`config.mk`:
```
export PLATFORM = sky130hd
export DESIGN_NAME = parity_seq_ctrl
export DESIGN_NICKNAME = d
export VERILOG_FILES = /design/src/rtl/parity_seq_ctrl.sv
export SDC_FILE = /design/constraint.sdc
export NUM_CORES = 1
export LEC_CHECK = 0
export BUFFER_PORTS_ARGS = -buffer_cell sky130_fd_sc_hd__buf_2
export CAP_MARGIN = 20
export CORE_MARGIN = 2
export CORE_UTILIZATION = 46
export DETAILED_ROUTE_END_ITERATION = 8
export HOLD_SLACK_MARGIN = 0.03
export PLACE_DENSITY = 0.76
export SETUP_SLACK_MARGIN = 0.2
export SYNTH_ARGS = -nofsm -noshare
export SYNTH_HDL_FRONTEND = slang
export SYNTH_SLANG_ARGS = --single-unit
```
`constraint.sdc`:
```
create_clock -name clk -period 2.21 [get_ports clk]
set_input_delay 0.221 -clock clk [delete_from_list [all_inputs] [get_ports clk]]
set_output_delay 0.221 -clock clk [all_outputs]
set_load 0.05 [all_outputs]
```
`src/rtl/parity_seq_ctrl.sv`:
```
// Word parity sequencer: streams a WIDTH-bit word, 3 bits per cycle, through one
// external 3-input parity generator and returns the word with its parity bit.
module parity_seq_ctrl #(
    parameter int WIDTH = 8
) (
    input  logic             clk,
    input  logic             rst,
    input  logic             in_valid,
    output logic             in_ready,
    input  logic [WIDTH-1:0] data_in,
    input  logic             odd_mode,
    output logic             pg_A,
    output logic             pg_B,
    output logic             pg_C,
    input  logic             pg_Even,
    output logic             out_valid,
    input  logic             out_ready,
    output logic [WIDTH-1:0] data_out,
    output logic             parity_bit,
    output logic             busy
);

    localparam int NCHUNK = (WIDTH + 2) / 3;
    localparam int IW     = (NCHUNK > 1) ? $clog2(NCHUNK) : 1;
    localparam int PW     = 3 * NCHUNK;

    localparam logic [1:0] S_IDLE = 2'd0;
    localparam logic [1:0] S_RUN  = 2'd1;
    localparam logic [1:0] S_DONE = 2'd2;

    logic [1:0]       state_q, state_d;
    logic [IW-1:0]    idx_q, idx_d;
    logic             acc_q, acc_d;
    logic [WIDTH-1:0] word_q, word_d;
    logic             mode_q, mode_d;

    logic [PW-1:0]    padded;
    logic [2:0]       chunk;
    logic             last_chunk;

    // Zero-pad the word up to a whole number of chunks so the top chunk reads 0s.
    always_comb begin
        padded = '0;
        padded[WIDTH-1:0] = word_q;
        chunk = 3'b000;
        for (int k = 0; k < NCHUNK; k++) begin
            if (idx_q == IW'(k)) chunk = padded[3*k +: 3];
        end
    end

    assign last_chunk = (idx_q == IW'(NCHUNK - 1));

    always_comb begin
        state_d = state_q;
        idx_d   = idx_q;
        acc_d   = acc_q;
        word_d  = word_q;
        mode_d  = mode_q;
        case (state_q)
            S_IDLE: begin
                if (in_valid) begin
                    word_d  = data_in;
                    mode_d  = odd_mode;
                    acc_d   = 1'b0;
                    idx_d   = '0;
                    state_d = S_RUN;
                end
            end
            S_RUN: begin
                acc_d = acc_q ^ pg_Even;
                if (last_chunk) begin
                    idx_d   = '0;
                    state_d = S_DONE;
                end else begin
                    idx_d = idx_q + IW'(1);
                end
            end
            S_DONE: begin
                if (out_ready) state_d = S_IDLE;
            end
            default: state_d = S_IDLE;
        endcase
    end

    always_ff @(posedge clk or posedge rst) begin
        if (rst) begin
            state_q <= S_IDLE;
            idx_q   <= '0;
            acc_q   <= 1'b0;
            word_q  <= '0;
            mode_q  <= 1'b0;
        end else begin
            state_q <= state_d;
            idx_q   <= idx_d;
            acc_q   <= acc_d;
            word_q  <= word_d;
            mode_q  <= mode_d;
        end
    end

    assign in_ready   = (state_q == S_IDLE) && !rst;
    assign busy       = (state_q == S_RUN) || (state_q == S_DONE);
    assign out_valid  = (state_q == S_DONE);
    assign {pg_A, pg_B, pg_C} = (state_q == S_RUN) ? chunk : 3'b000;
    assign data_out   = word_q;
    assign parity_bit = (state_q == S_DONE) ? (acc_q ^ mode_q) : 1'b0;

endmodule

```
==> reports/qor.yml, run 1 <==
syn_area_per_cell_um2: 12.2
yosysTopAreaCell: "dfrtp_1"
areaGrowthSynthToFinish_pct: 23.9
start_kind: "register"
rows: 14
fin_crit_ns: 1.86
rsz0062_at_grt: "no"
drt_drc_violations_left: 0
drt_iter0_drc: 10
startpoint: "state_q[1]"
netlist.area_leader.share_pct: 46.2
cp.arrival_ns: 1.63
cts_buffers: 3
ys_top_cells_by_count: "dfrtp_1, mux2_2, inv_1, nand2_1"
synth-async-reset-ratio_pct: 100
root_buffer: "clkbuf_4"
end_kind: "primary output"
timing.rr.start: "state_q[0]"
ys_top_cells_by_area: "dfrtp_1, mux2_2, ha_1, mux2i_1, a221oi_4"
cp-endpoint: "pg_A"
grt_usage_pct: 17.0
slew-limit-headroom_pct: 64.4
die_h_um: 44.6
dp_hpwl_um: 1110
ctsLongestPathBuffers: 2
syn-num-nets: 80
outcome: "finished, final reports clean"
drv_cap: 0
synthFlopType: "dfrtp_1"
max_freq_mhz: 539
antennaDiodeCount: 0
wl_um: 1440
yosysSeqAreaShare_pct: 46.2
gp_congestion: 0.698
tightest_slew_ns: 0.533
first_global_vias: 520
setup_violations: 0
critical_path_class: "reg2out"
drive_above_1_share_pct: 47.3
clkTransAtPathRegs_ns: 0.08
cp_max_fo: 7
yosysWarningCount: 0
synth-seq-cells: 14
io_buffers: 28
firstDrtPassIters: 4
routed_via_density: 5.08
ioPinCount: 29
clk_latency_ns: 0.28
r2r_setup_slack_ns: 0.53
period_share_pct: 84.0
grt_pass1_wl_um: 2440
syn_inst: 62
worstReg2RegEnd: "state_q[0]"
die_w_um: 44.6
core_mm2: 0.00152
clock_sink_count: 14
syn_area_um2: 758
min_path_type: "in2reg"
ant_nets: 0
dpl.cell_count: 105
yosysMostFrequentCell: "dfrtp_1"
start_util_pct: 49.8
finClkSkew_ns: 0.00127
drv_slew: 0
routedWlPerCell_um: 13.2
dieArea_mm2: 0.00199
grt_start_max_net_pins: 15
cts_tree: "yes"
grt-ovfl-total: 0
fin_tns_setup_ns: 0
cts_htree_levels: 1
cp.required_ns: 1.99
num_vias: 554
synth-edff-count: 0
r2r_cells: 5
layoutNonFillerInstCount: 109
final_core_utilization_pct: 61.7
antenna_found_initial: 0
nets: 113
yosysUniqueCellTypes: 19
final_hold_viol_count: 0
-- critical path, cell delays in order (launching register included) --
cell and delay (ns):
dfrtp_1 0.41, inv_1 0.12, ha_1 0.33, nand2b_1 0.13, nor2_1 0.11, buf_2 0.27
-- cell families (layout without fill, tap and decap cells) --
family	count (synthesis)	in the layout	synth area share, %
multiplexers	15	15	21.6
AND/OR/NAND/NOR	15	15	11.6
flip-flops	14	14	46.2
AO/OA/AOI/OAI	7	7	8.91
buffers and inverters	6	37	3.96
adder cells (fa/ha/maj)	4	4	6.60
XOR/XNOR	1	1	1.16
-- layout by cell type, fill, tap and decap left out --
master,Yosys,routed
and2b_1,1,1
clkbuf_4,0,3
nand2b_4,1,1
and2_1,3,3
mux2i_1,4,4
mux2_2,11,11
a22o_1,1,1
dfrtp_1,14,14
xor2_1,1,1
inv_1,5,5
dlygate4sd3_1,0,1
nor2_1,1,1
o31ai_1,2,2
nand2_1,5,5
o21ai_0,1,1
o22ai_1,2,2
nand2b_1,3,3
ha_1,4,4
buf_2,0,28
a221oi_4,1,1
nor2b_1,1,1
-- timing repair --
item | CTS | global route
setup buffers | 0 | 0
endpoints found under the hold margin | 14 | 0
hold buffers | 1 | 0
gates resized for setup | 0 | 0
-- worst min path at each step --
stage                     depth (start not counted)  startpoint           to  slack (ns)
after floorplan                                   1         rst        acc_q        0.11
after global placement                            2         rst        acc_q        0.30
after detailed placement                          2         rst   state_q[1]        0.30
after CTS                                         2  data_in[1]  data_out[1]        0.17
after global routing                              2  data_in[7]  data_out[7]        0.16
final                                             2  data_in[1]  data_out[1]        0.17
-- state kept, by name, indices dropped and copies added, names as in the netlist --
signal	flops
idx_q	2
data_out	8
acc_q	1
state_q	2
mode_q	1
-- per-stage QoR --
| step | instance area [um^2] | setup WS [ns] | hold WS (ns) |
|---|---|---|---|
| finish | 940 | 0.354 | 0.167 |
| global placement | 907 | 0.610 | 0.296 |
| global route | 940 | 0.242 | 0.161 |
| CTS | 940 | 0.365 | 0.168 |
| floorplan | 758 | 0.483 | 0.110 |
| detailed placement | 907 | 0.559 | 0.302 |
-- per-layer routing --
layer / global-route usage, % / part of all wire, %
met2: 26.1 / 47
met1: 23.0 / 46
met4: 7.27 / 0.42
met5: 0 / 0
met3: 3.67 / 5.6
-- final cells by class --
type	instances	area, um^2
repair buffers	29	150
inverters	5	18.8
well taps	16	20.0
fillers	125	584
clock buffers	3	22.5
flip-flops and latches	14	350
multi-input cells	42	378
Power of run 1 is not shown: default switching activity piles up to over one toggle a cycle in this logic, so the estimate is an artifact.
==> inputs of run 2 (changes only) <==
--- a/config.mk
+++ b/config.mk
@@ -8,10 +8,10 @@
 export BUFFER_PORTS_ARGS = -buffer_cell sky130_fd_sc_hd__buf_2
 export CAP_MARGIN = 20
 export CORE_MARGIN = 2
-export CORE_UTILIZATION = 46
+export CORE_UTILIZATION = 42
 export DETAILED_ROUTE_END_ITERATION = 8
 export HOLD_SLACK_MARGIN = 0.03
-export PLACE_DENSITY = 0.76
+export PLACE_DENSITY = 0.73
 export SETUP_SLACK_MARGIN = 0.2
 export SYNTH_ARGS = -nofsm -noshare
 export SYNTH_HDL_FRONTEND = slang
==> constraint.sdc (replaced) <==
create_clock -name clk -period 1.5 [get_ports clk]
set_input_delay 0.15 -clock clk [delete_from_list [all_inputs] [get_ports clk]]
set_output_delay 0.15 -clock clk [all_outputs]
set_load 0.05 [all_outputs]
==> run 2 against run 1 <==
  * The run now ends with negative setup slack left
  * Sequential share of layout area fell by 10 points
  * Global-route usage up 5.9 points
  * Die area rose by 8.7%
  * Count of clock-buffer cells in the layout increased by 1
  * Design area up 43%
  * Critical path depth unchanged
  * First-iteration DRC count up 30%
  * Worst setup slack got worse by 0.39 ns
  * Critical endpoint is now state_q[1]
  * Sequential cell count stayed put
  * Non-clock buffer count increased by 16
  * Wire length rose by 49%
  * Cell count grew 24%
==> reports/qor.yml, run 2 (same netlist as run 1, synthesis figures left out) <==
r2r_setup_slack_ns: -0.04  # -0.57 ns
drv_slew: 0  # unchanged
end_kind: "register"
timing.rr.start: "state_q[1]"
cts_buffers: 3  # unchanged
num_vias: 675  # +22%
dieArea_mm2: 0.00216  # +8.7%
min_path_type: "in2reg"
root_buffer: "clkbuf_4"
drt_iter0_drc: 13  # +3
ioPinCount: 29  # unchanged
cts_tree: "yes"
rsz0062_at_grt: "yes"
timing.final.ws_setup_ns: -0.0393  # -0.394 ns
clkTransAtPathRegs_ns: 0.09  # about the same
critical_path_class: "reg2reg"
cp.required_ns: 1.68  # -0.31 ns
clk_latency_ns: 0.29  # about the same
routed_via_density: 5.00  # -1.6%
path_buf_inv: 1  # -1
grt_start_max_net_pins: 15  # unchanged
final_common_cell: "buf_2"
clock_sink_count: 14  # unchanged
die_w_um: 46.5  # +4.2%
design_area_mm2: 0.00135  # +43%
grt-ovfl-total: 0  # unchanged
antenna_found_initial: 0  # unchanged
gp_congestion: 0.714  # +2.4%
ant_nets: 0  # unchanged
hold_end: "mode_q"
finClkSkew_ns: 0.00414  # +0.00287 ns
outcome: "finished, violations left"
grt_pass1_wl_um: 3130  # +29%
die_h_um: 46.5  # +4.2%
drv_cap: 0  # unchanged
slew-limit-headroom_pct: 65.3  # +0.94 points
layoutNonFillerInstCount: 135  # +24%
rows: 15  # +1
wl_um: 2150  # +49%
n_fill_cell: 96  # -23%
largest_register_ffs: 8  # unchanged
firstDrtPassIters: 4  # unchanged
tightest_slew_ns: 0.519  # -0.0142 ns
cts_htree_levels: 1  # unchanged
first_global_vias: 666  # +28%
placed_area_mm2: 0.00102  # +13%
io_buffers: 28  # unchanged
antennaDiodeCount: 0  # unchanged
final_cell_mix: "buf_2, mux2_4, buf_4"
crit_family: "flip-flops"
worstReg2RegEnd: "state_q[1]"
period_share_pct: 103
max_freq_mhz: 650
drive_above_1_share_pct: 76.4  # +29 points
hp-start: "odd_mode"
drt_drc_violations_left: 0  # unchanged
r2r_cells: 5  # unchanged
ctsLongestPathBuffers: 2  # unchanged
cp.arrival_ns: 1.72  # +0.09 ns
dpl.cell_count: 119  # +13%
fin_crit_ns: 1.54
final_hold_viol_count: 0  # unchanged
min_path_cells: 2  # unchanged
grt_usage_pct: 22.9  # +5.9 points
path_cells: "inv_2 > ha_4 > and2b_2 > a221oi_4 > mux2_4"
start_kind: "register"
setup_violations: 12  # +12
critPathSlowestCell: "dfrtp_1"
start_util_pct: 44.4  # -5.4 points
areaGrowthSynthToFinish_pct: 77.4
cp_max_fo: 3  # -4
failed_checks: "negative setup slack"
slowest_delay_ns: 0.40  # about the same
nets: 129  # +14%
routedWlPerCell_um: 15.9  # +20%
core_mm2: 0.00171  # +12%
run 2: cell types whose count changed in the layout (fill, tap and decap cells not counted), sizes merged:
cell	delta
clkbuf	+1
buf	+16
run 2: how the worst max path moves through the flow:
stage	start	endpoint	slack [ns]	cells past startpoint
global route	state_q[1]	pg_A	-0.11	5
detailed placement	state_q[0]	state_q[0]	-0.01	5
CTS	state_q[0]	state_q[0]	-0.08	5
global placement	state_q[0]	state_q[0]	0.03	5
floorplan	state_q[1]	state_q[0]	-0.009	5
finish	state_q[1]	state_q[1]	-0.04	5
run 2: area by class of cell:
| type | instances | area, um^2 | share of cell area [%] |
|---|---|---|---|
| Clock buffer | 4 | 36.3 | 2.70 |
| Inverter | 5 | 18.8 | 1.40 |
| Multi-Input combinational cell | 42 | 505 | 37.6 |
| Sequential cell | 14 | 360 | 26.8 |
| Tap cell | 25 | 31.3 | 2.33 |
| Timing Repair Buffer | 45 | 393 | 29.2 |
run 2: worst reg2reg max path, cell delays in order (launching register included):
cell and delay, ns:
dfrtp_1 0.40, inv_2 0.09, ha_4 0.16, and2b_2 0.21
a221oi_4 0.23, mux2_4 0.34
run 2: through the flow:
stage	setup slack [ns]	hold WS, ns	utilization [%]	setup TNS [ns]
after floorplan	-0.00942	0.0389	-	-0.0188
after global placement	0.0255	0.230	59.9	0
after detailed placement	-0.0111	0.235	59.9	-0.0204
after CTS	-0.0753	0.0868	75.4	-0.391
after global routing	-0.105	0.0808	78.8	-0.776
final	-0.0393	0.0838	78.8	-0.250
run 2: layer usage:
metal | up-vias | track usage [%] | routed length (um)
met2 | 20 | 37.2 | 1130
met3 | 8 | 5.88 | 94
met1 | 332 | 25.9 | 829
met5 | - | 0 | 0
li1 | 315 | - | -
met4 | 0 | 15.4 | 91
run 2: what timing repair did:
item | 4_1_cts | 5_1_grt
buffers inserted | 8 | 2
hold endpoints to repair | 14 | 0
resized for setup | 39 | 9
pin swaps | 3 | 5
setup endpoints to repair | 21 | 21
hold buffers | 1 | 0
cloned | 1 | 0
Power of run 2 is left out for the same reason.
==> inputs of run 3 (changes only) <==
--- a/config.mk
+++ b/config.mk
@@ -13,6 +13,8 @@
 export HOLD_SLACK_MARGIN = 0.03
 export PLACE_DENSITY = 0.73
 export SETUP_SLACK_MARGIN = 0.2
+export SKIP_CTS_REPAIR_TIMING = 1
 export SYNTH_ARGS = -nofsm -noshare
 export SYNTH_HDL_FRONTEND = slang
 export SYNTH_SLANG_ARGS = --single-unit
+export TNS_END_PERCENT = 50
==> run 3 against run 2 <==
  * The flow still finishes with violations (negative setup slack)
  * Non-clock buffer count shrank 6
  * Die area stayed put
  * Cell count down 4.4%
  * Wire length shrank 22%
==> reports/qor.yml, run 3 (same netlist as run 1, synthesis figures left out) <==
drive_above_1_share_pct: 74.0  # -2.3 points
cp.required_ns: 1.67  # about the same
drv_cap: 0  # unchanged
cts_htree_levels: 1  # unchanged
die_w_um: 46.5  # unchanged
core_mm2: 0.00171  # unchanged
drv_slew: 0  # unchanged
antennaDiodeCount: 0  # unchanged
preCtsSetupSlack_ns: -0.0111  # unchanged
die_h_um: 46.5  # unchanged
end_kind: "register"
grt_pass1_wl_um: 2500  # -20%
areaGrowthSynthToFinish_pct: 59.7
min_path_type: "in2reg"
drt_drc_violations_left: 0  # unchanged
clk_latency_ns: 0.28  # about the same
grt-ovfl-total: 0  # unchanged
failed_checks: "negative setup slack"
firstDrtPassIters: 4  # unchanged
antenna_found_initial: 0  # unchanged
outcome: "finished, violations left"
ioPinCount: 29  # unchanged
dpl.cell_count: 119  # unchanged
clkTransAtPathRegs_ns: 0.09  # about the same
fin_crit_ns: 1.56  # +0.0226 ns
routed_via_density: 4.75  # -5.0%
io_buffers: 28  # unchanged
finClkSkew_ns: 0.00639  # +0.00225 ns
timing.final.ws_setup_ns: -0.0618  # -0.0226 ns
period_share_pct: 104  # +1.5 points
critical_path_class: "reg2reg"
first_global_vias: 595  # -11%
wl_um: 1680  # -22%
setup_violations: 6  # -6
routedWlPerCell_um: 13.0  # -18%
cts_tree: "yes"
whs_ns: 0.0967  # +0.0129 ns
largest_register_ffs: 8  # unchanged
layoutNonFillerInstCount: 129  # -4.4%
max_freq_mhz: 640  # -1.4%
tightest_slew_ns: 0.535  # +0.0160 ns
dieArea_mm2: 0.00216  # unchanged
clock_sink_count: 14  # unchanged
rows: 15  # unchanged
grt_usage_pct: 16.7  # -6.2 points
start_kind: "register"
rsz0062_at_grt: "yes"
cts_buffers: 3  # unchanged
grt_start_max_net_pins: 15  # unchanged
ctsLongestPathBuffers: 2  # unchanged
final_hold_viol_count: 0  # unchanged
ant_nets: 0  # unchanged
root_buffer: "clkbuf_4"
final_common_cell: "buf_2"
n_fill_cell: 116  # +21%
nets: 123  # -4.7%
final_cell_mix: "buf_2, mux2_2, dfrtp_2, buf_4, dfrtp_1"
cp_max_fo: 3  # unchanged
gp_congestion: 0.714  # unchanged
drt_iter0_drc: 10  # -3
start_util_pct: 44.4  # unchanged
slew-limit-headroom_pct: 64.3  # -1.1 points
cp.arrival_ns: 1.73  # about the same
num_vias: 613  # -9.2%
run 3: cell count changes in the layout (fill, tap and decap cells not counted), moves of 2 or more:
| cell | change |
|---|---|
| buf_6 | -3 |
| mux2_4 | -9 |
| mux2_2 | +9 |
| buf_8 | -2 |
run 3: path summary, 6_finish.rpt:
kind,from,to,slack (ns),depth (start not counted)
worst max register to register,state_q[1],state_q[1],-0.06,5
max in group asynchronous,rst,data_out[3],0.64,3
min in group asynchronous,rst,mode_q,0.47,3
worst min-delay path,odd_mode,mode_q,0.1,2
worst min register to register,data_out[3],data_out[3],0.53,1
worst max-delay path,state_q[1],state_q[1],-0.06,5
run 3: area by class of cell:
cell class	instances	area (um^2)	area share [%]
tap	25	31.3	2.58
timing repair buffer	39	299	24.7
clock buffer	4	36.3	3.00
sequential	14	360	29.8
multi-input combinational	42	463	38.2
inverter	5	21.3	1.76
run 3: layer usage:
metal | global-route usage (%) | wire length (um) | up-vias
met5 | 0 | 0 | -
met4 | 8.57 | 10 | 0
met3 | 3.14 | 80 | 2
met2 | 28.9 | 886 | 21
met1 | 19.3 | 703 | 296
li1 | - | - | 294
run 3: metrics by stage:
step | instance area [um^2] | TNS [ns] | util (%)
final | 1210 | -0.191 | 70.9
after global routing | 1210 | -0.483 | 70.9
after CTS | 1060 | -0.971 | 62.0
after detailed placement | 1020 | -0.0204 | 59.9
after global placement | 1020 | 0 | 59.9
after floorplan | 812 | -0.0188 | -
run 3: worst max-delay path: stages (launching register included):
cell	delay, ns
dfrtp_1	0.39
inv_2	0.09
ha_4	0.16
and2b_2	0.21
a221oi_4	0.26
mux2_4	0.34
Power of run 3 is left out for the same reason.
